===== src/rtl/branch_resolve_unit_if.sv =====
// branch_resolve_unit_if: redirect request/ack handshake between execute and fetch.
interface branch_resolve_unit_if #(
    parameter int WIDTH = 32
);
    logic             redirect_valid;
    logic [WIDTH-1:0] redirect_pc;
    logic             redirect_ack;

    modport master (output redirect_valid, output redirect_pc, input redirect_ack);
    modport slave  (input redirect_valid, input redirect_pc, output redirect_ack);
endinterface


===== src/rtl/branch_resolve_unit.sv =====
// branch_resolve_unit: resolves bne/blt in execute, redirects fetch, squashes wrong path
// and keeps saturating branch/taken statistics.
module branch_resolve_unit #(
    parameter int WIDTH        = 32,
    parameter int IMM_W        = 17,
    parameter int FLUSH_CYCLES = 2,
    parameter int CNT_W        = 16
) (
    input  logic                    clk,
    input  logic                    rst,
    input  logic                    stall_i,
    input  logic                    dx_valid_i,
    input  logic                    bne_signal_i,
    input  logic                    blt_signal_i,
    input  logic [WIDTH-1:0]        dx_pc_plus1_i,
    input  logic [WIDTH-1:0]        branch_n_i,
    input  logic [WIDTH-1:0]        data_s2_i,
    input  logic [WIDTH-1:0]        data_s1_i,
    branch_resolve_unit_if.master   redir,
    output logic                    flush_o,
    output logic                    busy_o,
    output logic [CNT_W-1:0]        branch_count_o,
    output logic [CNT_W-1:0]        taken_count_o
);
    localparam int FC_W = FLUSH_CYCLES > 1 ? $clog2(FLUSH_CYCLES) : 1;

    typedef enum logic [1:0] {IDLE, REDIRECT, SQUASH} state_t;

    state_t            state_q, state_d;
    logic [FC_W-1:0]   cnt_q, cnt_d;
    logic [WIDTH-1:0]  pc_q, pc_d;
    logic [CNT_W-1:0]  bc_q, bc_d, tc_q, tc_d;
    logic              cap, taken;
    logic [WIDTH-1:0]  target;
    logic              unused_n;

    assign unused_n = ^branch_n_i[WIDTH-1:IMM_W];
    assign cap      = (state_q == IDLE) & dx_valid_i & ~stall_i & (bne_signal_i | blt_signal_i);
    // bne wins when decode raises both flags
    assign taken    = bne_signal_i ? (data_s2_i != data_s1_i)
                                   : ($signed(data_s2_i) < $signed(data_s1_i));
    assign target   = dx_pc_plus1_i + {{(WIDTH-IMM_W){branch_n_i[IMM_W-1]}}, branch_n_i[IMM_W-1:0]};

    always_comb begin
        state_d = state_q;
        cnt_d   = cnt_q;
        pc_d    = pc_q;
        bc_d    = (cap && bc_q != '1) ? bc_q + 1'b1 : bc_q;
        tc_d    = (cap && taken && tc_q != '1) ? tc_q + 1'b1 : tc_q;
        unique case (state_q)
            IDLE: if (cap && taken) begin
                state_d = REDIRECT;
                pc_d    = target;
            end
            REDIRECT: if (redir.redirect_ack) begin
                state_d = SQUASH;
                cnt_d   = FC_W'(FLUSH_CYCLES - 1);
            end
            SQUASH: if (cnt_q == '0) state_d = IDLE;
                    else cnt_d = cnt_q - 1'b1;
            default: state_d = IDLE;
        endcase
    end

    always_ff @(posedge clk) begin
        if (rst) begin
            state_q <= IDLE;
            cnt_q   <= '0;
            pc_q    <= '0;
            bc_q    <= '0;
            tc_q    <= '0;
        end else begin
            state_q <= state_d;
            cnt_q   <= cnt_d;
            pc_q    <= pc_d;
            bc_q    <= bc_d;
            tc_q    <= tc_d;
        end
    end

    assign redir.redirect_valid = (state_q == REDIRECT);
    assign redir.redirect_pc    = pc_q;
    assign flush_o              = (state_q != IDLE);
    assign busy_o               = (state_q != IDLE);
    assign branch_count_o       = bc_q;
    assign taken_count_o        = tc_q;
endmodule


===== src/flat_wrapper.sv =====
// flat-port wrapper written by rule: the top's interface ports become plain ports
module branch_resolve_unit_flat 
#(
    parameter int WIDTH        = 32,
    parameter int IMM_W        = 17,
    parameter int FLUSH_CYCLES = 2,
    parameter int CNT_W        = 16
)
  (clk, rst, stall_i, dx_valid_i, bne_signal_i, blt_signal_i, dx_pc_plus1_i, branch_n_i, data_s2_i, data_s1_i, flush_o, busy_o, branch_count_o, taken_count_o, redir_redirect_valid, redir_redirect_pc, redir_redirect_ack);
  branch_resolve_unit_if #(.WIDTH(WIDTH)) redir_i ();
  input  logic clk;
  input  logic rst;
  input  logic stall_i;
  input  logic dx_valid_i;
  input  logic bne_signal_i;
  input  logic blt_signal_i;
  input  logic [WIDTH-1:0] dx_pc_plus1_i;
  input  logic [WIDTH-1:0] branch_n_i;
  input  logic [WIDTH-1:0] data_s2_i;
  input  logic [WIDTH-1:0] data_s1_i;
  output logic flush_o;
  output logic busy_o;
  output logic [CNT_W-1:0] branch_count_o;
  output logic [CNT_W-1:0] taken_count_o;
  output wire logic [$bits(redir_i.redirect_valid)-1:0] redir_redirect_valid;
  output wire logic [$bits(redir_i.redirect_pc)-1:0] redir_redirect_pc;
  input wire logic [$bits(redir_i.redirect_ack)-1:0] redir_redirect_ack;
  assign redir_redirect_valid = redir_i.redirect_valid;
  assign redir_redirect_pc = redir_i.redirect_pc;
  assign redir_i.redirect_ack = redir_redirect_ack;
  branch_resolve_unit #(.WIDTH(WIDTH), .IMM_W(IMM_W), .FLUSH_CYCLES(FLUSH_CYCLES), .CNT_W(CNT_W)) u_core (.clk(clk), .rst(rst), .stall_i(stall_i), .dx_valid_i(dx_valid_i), .bne_signal_i(bne_signal_i), .blt_signal_i(blt_signal_i), .dx_pc_plus1_i(dx_pc_plus1_i), .branch_n_i(branch_n_i), .data_s2_i(data_s2_i), .data_s1_i(data_s1_i), .redir(redir_i), .flush_o(flush_o), .busy_o(busy_o), .branch_count_o(branch_count_o), .taken_count_o(taken_count_o));
endmodule

===== config.mk =====
export PLATFORM = sky130hd
export DESIGN_NAME = branch_resolve_unit_flat
export DESIGN_NICKNAME = d
export VERILOG_FILES = /design/src/rtl/branch_resolve_unit_if.sv /design/src/rtl/branch_resolve_unit.sv /design/src/flat_wrapper.sv
export SDC_FILE = /design/constraint.sdc
export NUM_CORES = 1
export LEC_CHECK = 0
export ABC_AREA = 1
export BUFFER_PORTS_ARGS = -buffer_cell sky130_fd_sc_hd__clkbuf_2
export CORE_MARGIN = 3
export CORE_UTILIZATION = 45
export DETAILED_ROUTE_END_ITERATION = 12
export GPL_TIMING_DRIVEN = 0
export PLACE_DENSITY = 0.7
export SETUP_SLACK_MARGIN = 0.1
export SLEW_MARGIN = 20
export SYNTH_ARGS = -nofsm -noshare
export SYNTH_HDL_FRONTEND = slang
export SYNTH_SLANG_ARGS = --single-unit

===== constraint.sdc =====
create_clock -name clk -period 2.3 [get_ports clk]
set_input_delay 0.46 -clock clk [delete_from_list [all_inputs] [get_ports clk]]
set_output_delay 0.46 -clock clk [all_outputs]
set_load 0.01 [all_outputs]

; Word level (Yosys, flattened, before mapping)
; Cells that the tools add are included.
[op_classes]
n_addsub = 4
magnitude_cmp = 1
eq_ne = 8
muxes = 8
bitwise_logic = 5
reduce_logical = 9
[op_table]
columns = operator, count
row1 = adder 16 x 1 -> 16 bit (second input constant), 2
row2 = adder 32 bit, 1
row3 = < comparator 32 bit, 1
row4 = inequality test 16 bit (second input constant), 2
row5 = inequality test 32 bit, 1
row6 = 2-to-1 mux 2 bit, 3
row7 = one-hot mux 2 bit (3 select lines), 1
row8 = inequality test 2 bit (second input constant), 2
row9 = AND reduction 2 bit, 2
row10 = nonzero test 2 bit, 2
row11 = bitwise AND 1 bit, 3
row12 = logical AND 1 bit, 3
row13 = 2-to-1 mux 1 bit, 3
row14 = AND reduction 3 bit, 1
row15 = == test 2 x 1 -> 1 bit (second input constant), 1
row16 = == test 2 bit (second input constant), 1
row17 = zero test 2 bit, 1
row18 = inequality test 2 x 1 -> 1 bit (second input constant), 1
row19 = one-hot mux 1 bit (2 select lines), 1
row20 = NOT 1 bit, 1
row21 = OR 1 bit, 1
row22 = subtractor 1 bit (second input constant), 1
[totals]
reg_bits = 67
word_cells = 40

; Longest topological paths before layout
; Gate-level depths: netlist of the first run.
[logic_depth]
word_depth = 7
depth_mapped = 21
depth_no_buf = 20

; Worst setup path before layout of the first run
; Ideal clock, no wire load.
[synth_timing]
kind = in2reg
startpoint = input dx_pc_plus1_i[0]
endpoint = register u_core.pc_q[26], in the netlist u_core.redir.redirect_pc[26]
setup_time_ps = 114
arrival_ps = 1970
required_ps = 2186
slack_ps = 216
path_stages = 9
n_path_buf = 0
cell_sequence = ha_1 inv_1 fa_1 o41ai_1 nand3_1 nand3_1 nand2_1 a21oi_1 nor2_1
[synth_between]
elab_chain_len = 1
[synth_rtl]
columns = item, line_no
row1 = start: declaration, flat_wrapper.sv:17  ; input logic [WIDTH-1:0] dx_pc_plus1_i;
row2 = adder 32 bit, branch_resolve_unit.sv:42  ; assign target = dx_pc_plus1_i + {{(WIDTH-IMM_W){branch_n_i[IMM_W-1]}}, branch_n_i[IMM_W-1:0]};
row3 = end signal: assignment, branch_resolve_unit.sv:75  ; pc_q <= pc_d;
row4 = end: declaration, branch_resolve_unit.sv:31  ; logic [WIDTH-1:0] pc_q, pc_d;
; Every way passes these cells.
; A chain may end at the register's enable or synchronous reset.

; Worst setup path after layout of the first run
[layout_timing]
startpoint = input data_s1_i[15]
endpoint = register u_core.pc_q[11], in the netlist u_core.redir.redirect_pc[11]
[layout_between]
elab_chain_len = 4
word_cells_on_any_way = 5
classes_between = 1 x order compare / 1 x eq/ne / 1 x mux / 2 x reduce/logical
[layout_rtl]
columns = item, line_no
row1 = start: declaration, flat_wrapper.sv:20  ; input logic [WIDTH-1:0] data_s1_i;
row2 = < comparator 32 bit or inequality test 32 bit (tied branches), "branch_resolve_unit.sv:41, branch_resolve_unit.sv:40"
row3 = 2-to-1 mux 1 bit *, branch_resolve_unit.sv:40  ; assign taken = bne_signal_i ? (data_s2_i != data_s1_i)
row4 = logical AND 1 bit *, branch_resolve_unit.sv:51  ; IDLE: if (cap && taken) begin
row5 = AND reduction 2 bit (no line) *, n/a
; Mark *: on every way between the ends. The rest lies on a longest branch, timed or not.

==> results of run 1 <==
metrics by stage:
step	setup TNS, ns	instance area (µm²)
after CTS	0	7262
after floorplan	0	5788
after detailed placement	-3.940	6929
after global routing	0	7390
final	0	7390
after global placement	-3.920	6929
final timing paths:
kind	start	end	depth (start not counted)
max reg2reg	u_core.taken_count_o[0]$_SDFFE_PP0P_	u_core.taken_count_o[10]$_SDFFE_PP0P_	10
max	data_s1_i[15]	u_core.redir.redirect_pc[11]$_SDFFE_PP0P_	17
min	rst	u_core.branch_count_o[6]$_SDFFE_PP0P_	2
min reg2reg	u_core.redir.redirect_pc[8]$_SDFFE_PP0P_	u_core.redir.redirect_pc[8]$_SDFFE_PP0P_	2
what timing repair did:
item                       CTS  global route
hold endpoints to repair     0             0
setup endpoints to repair    1            40
resized for setup            1            24
gates cloned                 0             0
setup buffers                0             7
pin swaps                    0             2
flip-flops by register name, summed over array words and instances (netlist names):
signal / cells
u_core.branch_count_o: 16
u_core.cnt_q: 1
u_core.redir.redirect_pc: 32
u_core.state_q: 2
u_core.taken_count_o: 16
final cells by class:
type                    instances  area [µm²]
plain buffers                  17       110.1
clock buffers                  10       239.0
clock inverters                 5       86.33
fillers                      1241        4922
inverters                     126       475.5
multi-input cells             678        3941
flip-flops and latches         67        1341
well taps                     168       210.2
repair buffers                193       985.9
cells by family after synthesis:
kind of cell	count (synthesis)	share of synthesized area [%]
simple gates	400	30.35
buf+inv	143	10.10
fa+ha+maj	66	14.40
flops	67	23.17
xor+xnor	43	6.507
compound gates	169	15.48
power groups by stage:
stage	combinational (mW)	sequential [mW]	clock (mW)
3_5_place_dp	1.02	1.27	0
4_1_cts	1.03	1.24	1.53
3_3_place_gp	1.01	1.27	0
2_1_floorplan	0.660	1.28	0
6_report	1.06	1.24	1.51
5_1_grt	1.21	1.25	1.59
routing by layer:
layer	GRT usage, %	share of wire (%)	vias up	wire, µm
met1	27.06	44	2757	7067
li1	-	-	3333	-
met2	40.37	49	160	7847
met5	0	0	-	0
met3	4.274	5.5	21	878
met4	6.371	1.5	0	240
placed cells by master, fill, tap and decap left out, drive strengths merged:
master	Yosys	final
clkbuf	6	201
nand2	184	184
nor2	127	127
inv	126	127
a21oi	91	91
dfxtp	67	67
ha	65	65
o21ai	58	58
nand3	36	36
xor2	30	30
nand4	28	28
buf	11	19
xnor2	13	13
nor3	12	12
nor4	8	8
o21bai	6	6
o21a	5	5
a21o	3	3
o211ai	2	2
clkinv	0	2
bufinv	0	2
a21boi	2	2
nor4b	1	1
or2	1	1
o41ai	1	1
a31oi	1	1
nor3b	1	1
and3	1	1
nand3b	1	1
fa	1	1
==> results.json, run 1 <==
{
  "num-nets-final": 1293,
  "async_flop_share_pct": 0,
  "cts_sinks": 67,
  "grt_first_pass_wirelength_um": 26480,
  "post-place-cells": 1242,
  "synth_seq_cells": 67,
  "p_leak_nw": 3.755,
  "total_power_mw": 3.816,
  "track_usage_pct": 22.42,
  "pwr-share-seq_pct": 32.5,
  "critical_path_class": "in2reg",
  "p_comb_share_pct": 27.8,
  "rows": 40,
  "yosysUniqueCellTypes": 39,
  "clock.fmax_mhz": 485.9,
  "avgSynthCellArea_um2": 6.518,
  "fin_worst_skew_ns": 0.007415,
  "slowest_stage": "ha_1",
  "viasPerCell": 4.961,
  "syn_to_final_growth_pct": 27.67,
  "ys.flop_type": "dfxtp_1",
  "hold_viol_final": 0,
  "synth.most_common_cell": "nand2_1",
  "cp_max_fo": 10,
  "critPathRequiredTime_ns": 2.52,
  "portBuffers": 186,
  "drt-total-wl_um": 16030,
  "wl_per_cell_um": 12.68,
  "hold_buffers": 0,
  "power_switching_mw": 1.184,
  "postRouteAntennaNets": 0,
  "yosys_warnings": 0,
  "slew_viol_final": 0,
  "internal_power_mw": 2.632,
  "remaining_drc_errors": 0,
  "syn_area_um2": 5788,
  "cap_violations": 0,
  "status": "finished clean",
  "holdCritPathClass": "in2reg",
  "synth_top_area_cell": "dfxtp_1",
  "ff2ff_setup_slack_ns": 0.35,
  "synthTopCellsByArea": "dfxtp_1, ha_1, nand2_1",
  "endpoint_kind": "register",
  "cp_num_buf_inv": 5,
  "cp_top_family": "simple AND/OR/NAND/NOR gates",
  "seq_area_frac_synth_pct": 23.17,
  "place.gp.congestion": 0.9002,
  "grt_antenna_before_repair": 0,
  "cp-start-kind": "primary input",
  "coreArea_um2": 12310,
  "p_clk_share_pct": 39.7,
  "tightest_slew_ns": 0.5290,
  "vias": 6271,
  "grt_pass1_vias": 5869,
  "maxSlewHeadroom_pct": 64.73,
  "htreeDepth": 3,
  "peakVddDrop_uv": 329.4,
  "fin_crit_sh_pct": 89.48,
  "cts_tree": "yes",
  "grt_max_degree": 17,
  "clock_path_buffers": 2,
  "die_w_um": 119.4,
  "setup_viol": 0,
  "start_util_pct": 47.01,
  "sw_frac_of_total_pct": 31.03,
  "drive_gt1_share_pct": 22.45,
  "n_antenna_cell": 0,
  "grt_overflow": 0,
  "first_iter_violations": 233,
  "rsz0062_at_grt": "true",
  "cp.arrival_ns": 2.28,
  "cts_made_buffers": 9,
  "synthesis.nets": 1089,
  "synth_top_cell_area_share_pct": 23.17,
  "fin_ws_ns": 0.2420,
  "crit_top_cell": "nand2_1",
  "fin_crit_ns": 2.058,
  "die_y_um": 119.4,
  "slowest_delay_ns": 0.28,
  "pre_cts_ws_ns": -0.3444,
  "dieArea_um2": 14260,
  "synth.top_cells.by_count": "nand2_1, nor2_1, inv_1",
  "hold_slack_ns": 0.4037,
  "cts_root_buf": "clkbuf_16",
  "clk_pin_slew_ns": 0.06,
  "fin_util_pct": 60.02,
  "layoutNonFillerInstCount": 1264,
  "p_per_area_nw_per_um2": 516.4,
  "hpwl_um": 13440,
  "clock_latency_ns": 0.33,
  "first_pass_iters": 5,
  "synth_cells": 888,
  "io_pins": 202,
  "path_cells": "clkbuf_2, inv_1, ha_1, nand2_1, nor2_1, nand4_1, inv_1, nand2_1, nand2_1, nand2_1, nand3_1, nand3_4, nand2_8, inv_4, buf_4, nor2_1, nor2_1",
  "synth_edf_count": 0
}
Power figures use the tool's default switching activity.
==> run 2, diff against run 1 <==
Settings changed: CORE_ASPECT_RATIO set to 0.6.
==> run 2 against run 1 <==
Against the previous run:
- hold slack lost 0.027 ns
- clock skew up 0.0070 ns
- setup slack lost 0.079 ns
- flip-flop and latch count unchanged
- via count increased by 6.5%
- clock-buffer cell count unchanged
- global-route usage rose by 2.5 points
- final cell count grew 1.1%
- sequential share of layout area fell by 1.3 points
- critical path depth fell by 8
- critical path type unchanged
- critical endpoint is now u_core.redir.redirect_pc[19]$_SDFFE_PP0P_
==> results.json, run 2 (synthesis results as in run 1) <==
{
  "critical_path_class": "in2reg",
  "cp_top_family": "compound AO/OA/AOI/OAI gates",
  "setup_viol": 0,
  "place_area_um2": 6925,
  "final_area_um2": 7989,
  "portBuffers": 186,
  "slew_viol_final": 0,
  "cp_num_buf_inv": 1,
  "grt_overflow": 0,
  "track_usage_pct": 24.88,
  "multiInputGateArea_um2": 4320,
  "clock_latency_ns": 0.33,
  "cp.arrival_ns": 2.37,
  "io_pins": 202,
  "layoutNonFillerInstCount": 1278,
  "cap_violations": 0,
  "grt_pass1_vias": 5632,
  "clock_path_buffers": 2,
  "place.gp.congestion": 0.9585,
  "post-place-cells": 1239,
  "slowest_stage": "ha_2",
  "hpwl_um": 15200,
  "viasPerCell": 5.224,
  "coreArea_um2": 12300,
  "n_antenna_cell": 0,
  "clk_pin_slew_ns": 0.06,
  "cp-start-kind": "primary input",
  "nFillCells": 1149,
  "htreeDepth": 3,
  "total_power_mw": 3.985,
  "largest_reg_flops": 32,
  "die_w_um": 152.4,
  "cp_max_fo": 16,
  "cts_made_buffers": 9,
  "drive_gt1_share_pct": 28.84,
  "p_leak_nw": 3.927,
  "first_pass_iters": 6,
  "num-nets-final": 1309,
  "p_per_area_nw_per_um2": 498.8,
  "wl_per_cell_um": 15.32,
  "fin_util_pct": 64.97,
  "endpoint_kind": "register",
  "final_cell_mix": "clkbuf_2, nand2_1, nor2_1, inv_1, a21oi_1",
  "grt_first_pass_wirelength_um": 28840,
  "grt_antenna_before_repair": 0,
  "cts_sinks": 67,
  "postRouteAntennaNets": 0,
  "tightest_slew_ns": 0.6591,
  "drt-total-wl_um": 19570,
  "vias": 6676,
  "fin_worst_skew_ns": 0.01441,
  "dieArea_um2": 14300,
  "wl_met3_um": 1980,
  "remaining_drc_errors": 0,
  "grt_max_degree": 17,
  "rows": 31,
  "hold_viol_final": 0,
  "maxSlewHeadroom_pct": 56.06,
  "dr.max_layer_used": "met4",
  "hold_slack_ns": 0.3768,
  "slowest_delay_ns": 0.38,
  "first_iter_violations": 672,
  "cts_root_buf": "clkbuf_16",
  "peakVddDrop_uv": 373.8,
  "met2_length_um": 7726,
  "fin_crit_sh_pct": 92.89,
  "start_util_pct": 47.07,
  "die_y_um": 93.85,
  "rsz0062_at_grt": "true",
  "syn_to_final_growth_pct": 38.02,
  "path_cells": "clkbuf_4, ha_2, a21oi_2, o21ai_0, a21oi_1, nand3_1, xor2_1, o21ai_1, nor2_1",
  "critPathRequiredTime_ns": 2.53,
  "status": "finished clean",
  "fin_crit_ns": 2.137,
  "wl_met1_um": 9731,
  "cts_tree": "yes",
  "layout_commonest_cell": "clkbuf_2",
  "register_area_um2": 1343,
  "clock.fmax_mhz": 468.0,
  "holdCritPathClass": "in2reg"
}
run 2: path summary, 6_finish.rpt:
kind	startpoint	to	slack, ns	cells past startpoint
hold / removal	rst	u_core.branch_count_o[6]$_SDFFE_PP0P_	0.38	2
setup reg to reg	u_core.state_q[0]$_SDFFE_PP0P_	u_core.branch_count_o[11]$_SDFFE_PP0P_	0.24	10
hold reg to reg	u_core.redir.redirect_pc[22]$_SDFFE_PP0P_	u_core.redir.redirect_pc[22]$_SDFFE_PP0P_	0.46	2
setup / recovery	branch_n_i[16]	u_core.redir.redirect_pc[19]$_SDFFE_PP0P_	0.16	9
run 2: layout make-up:
type                       instances  share of cell area (%)
tap                              165                   2.584
multi-input combinational        680                   54.08
clock inverter                     6                  0.8771
timing repair buffer             207                   14.55
inverter                         126                   6.108
sequential                        67                   16.81
clock buffer                      10                   2.991
buffer                            17                   2.005
run 2: stage by stage:
step / setup TNS (ns) / worst slack [ns]
finish: 0 / 0.1634
global route: 0 / 0.03314
CTS: 0 / 0.1056
detailed placement: -8.110 / -0.4102
global placement: -7.365 / -0.3910
floorplan: 0 / 0.2162
run 2: metal layers:
| layer | GRT usage (%) | vias to the layer above |
|---|---|---|
| met5 | 0 | - |
| met4 | 4.967 | 0 |
| met3 | 7.271 | 10 |
| met2 | 33.01 | 303 |
| met1 | 38.81 | 2988 |
| li1 | - | 3375 |
run 2: what timing repair did:
item | 4_1_cts | 5_1_grt
gates cloned | 0 | 5
hold buffers | 0 | 0
pin swaps | 0 | 29
setup buffers | 0 | 18
resized for setup | 6 | 115
endpoints found under the setup margin | 10 | 48
run 2: report_power, final:
part	total [mW]	internal (mW)	switching [mW]	leakage [nW]
sequential	1.24	1.21	0.0323	0.545
combinational	1.30	0.544	0.754	3.23
clock	1.44	0.881	0.563	0.154
total	3.99	2.63	1.35	3.93
==> run 3, diff against run 2 <==
Clock period 2.3 ns to 2 ns, I/O delays scaled along.
==> run 3 against run 2 <==
Against the previous run:
- first-iteration DRC count down 17%
- final area up 10%
- clock skew down 0.0035 ns
- total power up 16%
- wire length up 5.1%
- combinational power up 33%
- clock power about the same
- hold slack worse by 0.063 ns
- largest power group is now combinational logic
==> results.json, run 3 (synthesis results as in run 1) <==
{
  "htreeDepth": 3,
  "timing.rr.start": "u_core.state_q[0]$_SDFFE_PP0P_",
  "start_util_pct": 47.07,
  "startpoint": "data_s2_i[5]",
  "place_area_um2": 7298,
  "fin_util_pct": 71.72,
  "p_clk_share_pct": 31.7,
  "ff2ff_setup_slack_ns": 0.15,
  "layout_commonest_cell": "clkbuf_2",
  "endpoint_kind": "register",
  "grt_antenna_before_repair": 0,
  "p_per_area_nw_per_um2": 524.7,
  "fin_worst_skew_ns": 0.01095,
  "setup_viol": 0,
  "place.gp.congestion": 0.9594,
  "hold_viol_final": 0,
  "pwr-share-seq_pct": 31.0,
  "grt_pass1_vias": 6008,
  "drive_gt1_share_pct": 41.13,
  "postRouteAntennaNets": 0,
  "status": "finished clean",
  "wl_per_cell_um": 16.13,
  "first_iter_violations": 561,
  "remaining_drc_errors": 0,
  "holdCritStartpoint": "rst",
  "peakVddDrop_uv": 481.8,
  "track_usage_pct": 26.22,
  "vias": 6805,
  "path_cells": "clkbuf_2, ha_4, a21oi_2, nor2_1, nor2_2, nand2_1, nand2_1, nand2_1, nand2_1, nand2_1, nand2_2, nand3_4, nand2_8, clkinv_8, clkbuf_16, nor2_2, nor2_1",
  "cp_max_fo": 6,
  "hold_slack_ns": 0.3133,
  "p_comb_share_pct": 37.3,
  "rows": 31,
  "timing.reg2reg.worst_path_depth": 9,
  "r2r-end": "u_core.taken_count_o[5]$_SDFFE_PP0P_",
  "clk_pin_slew_ns": 0.06,
  "internal_power_mw": 2.989,
  "crit_top_cell": "nand2_1",
  "final_area_um2": 8818,
  "slowest_delay_ns": 0.24,
  "cap_violations": 0,
  "p_leak_nw": 4.055,
  "die_y_um": 93.85,
  "portBuffers": 186,
  "io_pins": 202,
  "drt-total-wl_um": 20580,
  "grt_max_degree": 17,
  "cts_sinks": 67,
  "grt_first_pass_wirelength_um": 30500,
  "cts_root_buf": "clkbuf_16",
  "first_pass_iters": 5,
  "final_cell_mix": "clkbuf_2, nand2_1, nor2_1, inv_1, dfxtp_1",
  "cp-start-kind": "primary input",
  "largest_reg_flops": 32,
  "num-nets-final": 1308,
  "sw_frac_of_total_pct": 35.39,
  "cts_tree": "yes",
  "coreArea_um2": 12300,
  "slowest_stage": "ha_4",
  "rsz0062_at_grt": "true",
  "critical_path_class": "in2reg",
  "nFillCells": 988,
  "fin_crit_sh_pct": 96.90,
  "syn_to_final_growth_pct": 52.36,
  "cp.arrival_ns": 2.16,
  "viasPerCell": 5.333,
  "critPathRequiredTime_ns": 2.22,
  "clock_latency_ns": 0.33,
  "power_switching_mw": 1.638,
  "clock_path_buffers": 2,
  "maxSlewHeadroom_pct": 52.28,
  "cts_made_buffers": 9,
  "tightest_slew_ns": 0.7158,
  "grt_overflow": 0,
  "holdCritPathClass": "in2reg",
  "dieArea_um2": 14300,
  "endpoint": "u_core.redir.redirect_pc[0]$_SDFFE_PP0P_",
  "hpwl_um": 15640,
  "die_w_um": 152.4,
  "slew_viol_final": 0,
  "fin_crit_ns": 1.938,
  "clock.fmax_mhz": 516.0,
  "n_antenna_cell": 0
}
-- run 3: cell count changes in the layout (fill, tap and decap cells not counted), sizes merged --
cell    before  now
nand2      185  184
inv        128  125
clkbuf     205  184
nand3       37   36
bufinv       1    0
clkinv       3    6
buf         29   51
-- run 3: stage by stage --
step	TNS (ns)	std cells	total power, mW	setup slack, ns
floorplan	0	888	2.300	0.08630
global placement	-14.95	1239	2.747	-0.4768
detailed placement	-15.21	1239	2.755	-0.5105
CTS	0	1266	4.307	0.07630
global route	-0.7174	1276	4.871	-0.04814
finish	0	1276	4.627	0.06202
-- run 3: worst min path at each step --
stage / endpoint / cells past startpoint
6_report: u_core.branch_count_o[6]$_SDFFE_PP0P_ / 2
3_5_place_dp: u_core.redir.redirect_pc[23]$_SDFFE_PP0P_ / 2
4_1_cts: u_core.branch_count_o[6]$_SDFFE_PP0P_ / 2
2_1_floorplan: u_core.cnt_q$_SDFFE_PP0P_ / 2
5_1_grt: u_core.branch_count_o[6]$_SDFFE_PP0P_ / 2
3_3_place_gp: u_core.redir.redirect_pc[23]$_SDFFE_PP0P_ / 2
-- run 3: worst max-delay path, delay by kind of cell --
family,cells,cell delay (ns)
simple gates,12,1.00
buf+inv,3,0.37
fa+ha+maj,1,0.24
compound gates,1,0.14
-- run 3: final cells by class --
cell class	instances	area, µm²	share of cell area (%)
Clock inverter	5	40.04	0.4540
Buffer	17	163.9	1.859
Multi-Input combinational cell	678	5007	56.78
Clock buffer	10	229.0	2.596
Sequential cell	67	1354	15.35
Tap cell	165	206.4	2.341
Timing Repair Buffer	208	1295	14.68
Inverter	126	523.0	5.931
-- run 3: what timing repair did --
action | 4_1_cts | 5_1_grt
gates resized for setup | 44 | 238
pin swaps | 11 | 66
setup buffers | 12 | 7
hold buffers | 0 | 0
setup endpoints to repair | 50 | 57
gates cloned | 0 | 3
-- run 3: power by group through the flow --
stage,Clock (mW),Sequential [mW],Combinational [mW]
floorplan,0,1.48,0.825
global placement,0,1.45,1.29
detailed placement,0,1.46,1.30
CTS,1.48,1.43,1.39
global route,1.55,1.44,1.88
finish,1.46,1.44,1.73
-- run 3: metal layers --
layer | part of all wire, % | wire, µm | global-route usage, % | up-vias
met3 | 10 | 2075 | 6.811 | 26
met2 | 40 | 8159 | 36.41 | 328
met5 | 0 | 0 | 0 | -
met1 | 49 | 10140 | 40.74 | 3078
li1 | - | - | - | 3373
met4 | 0.97 | 199 | 3.855 | 0
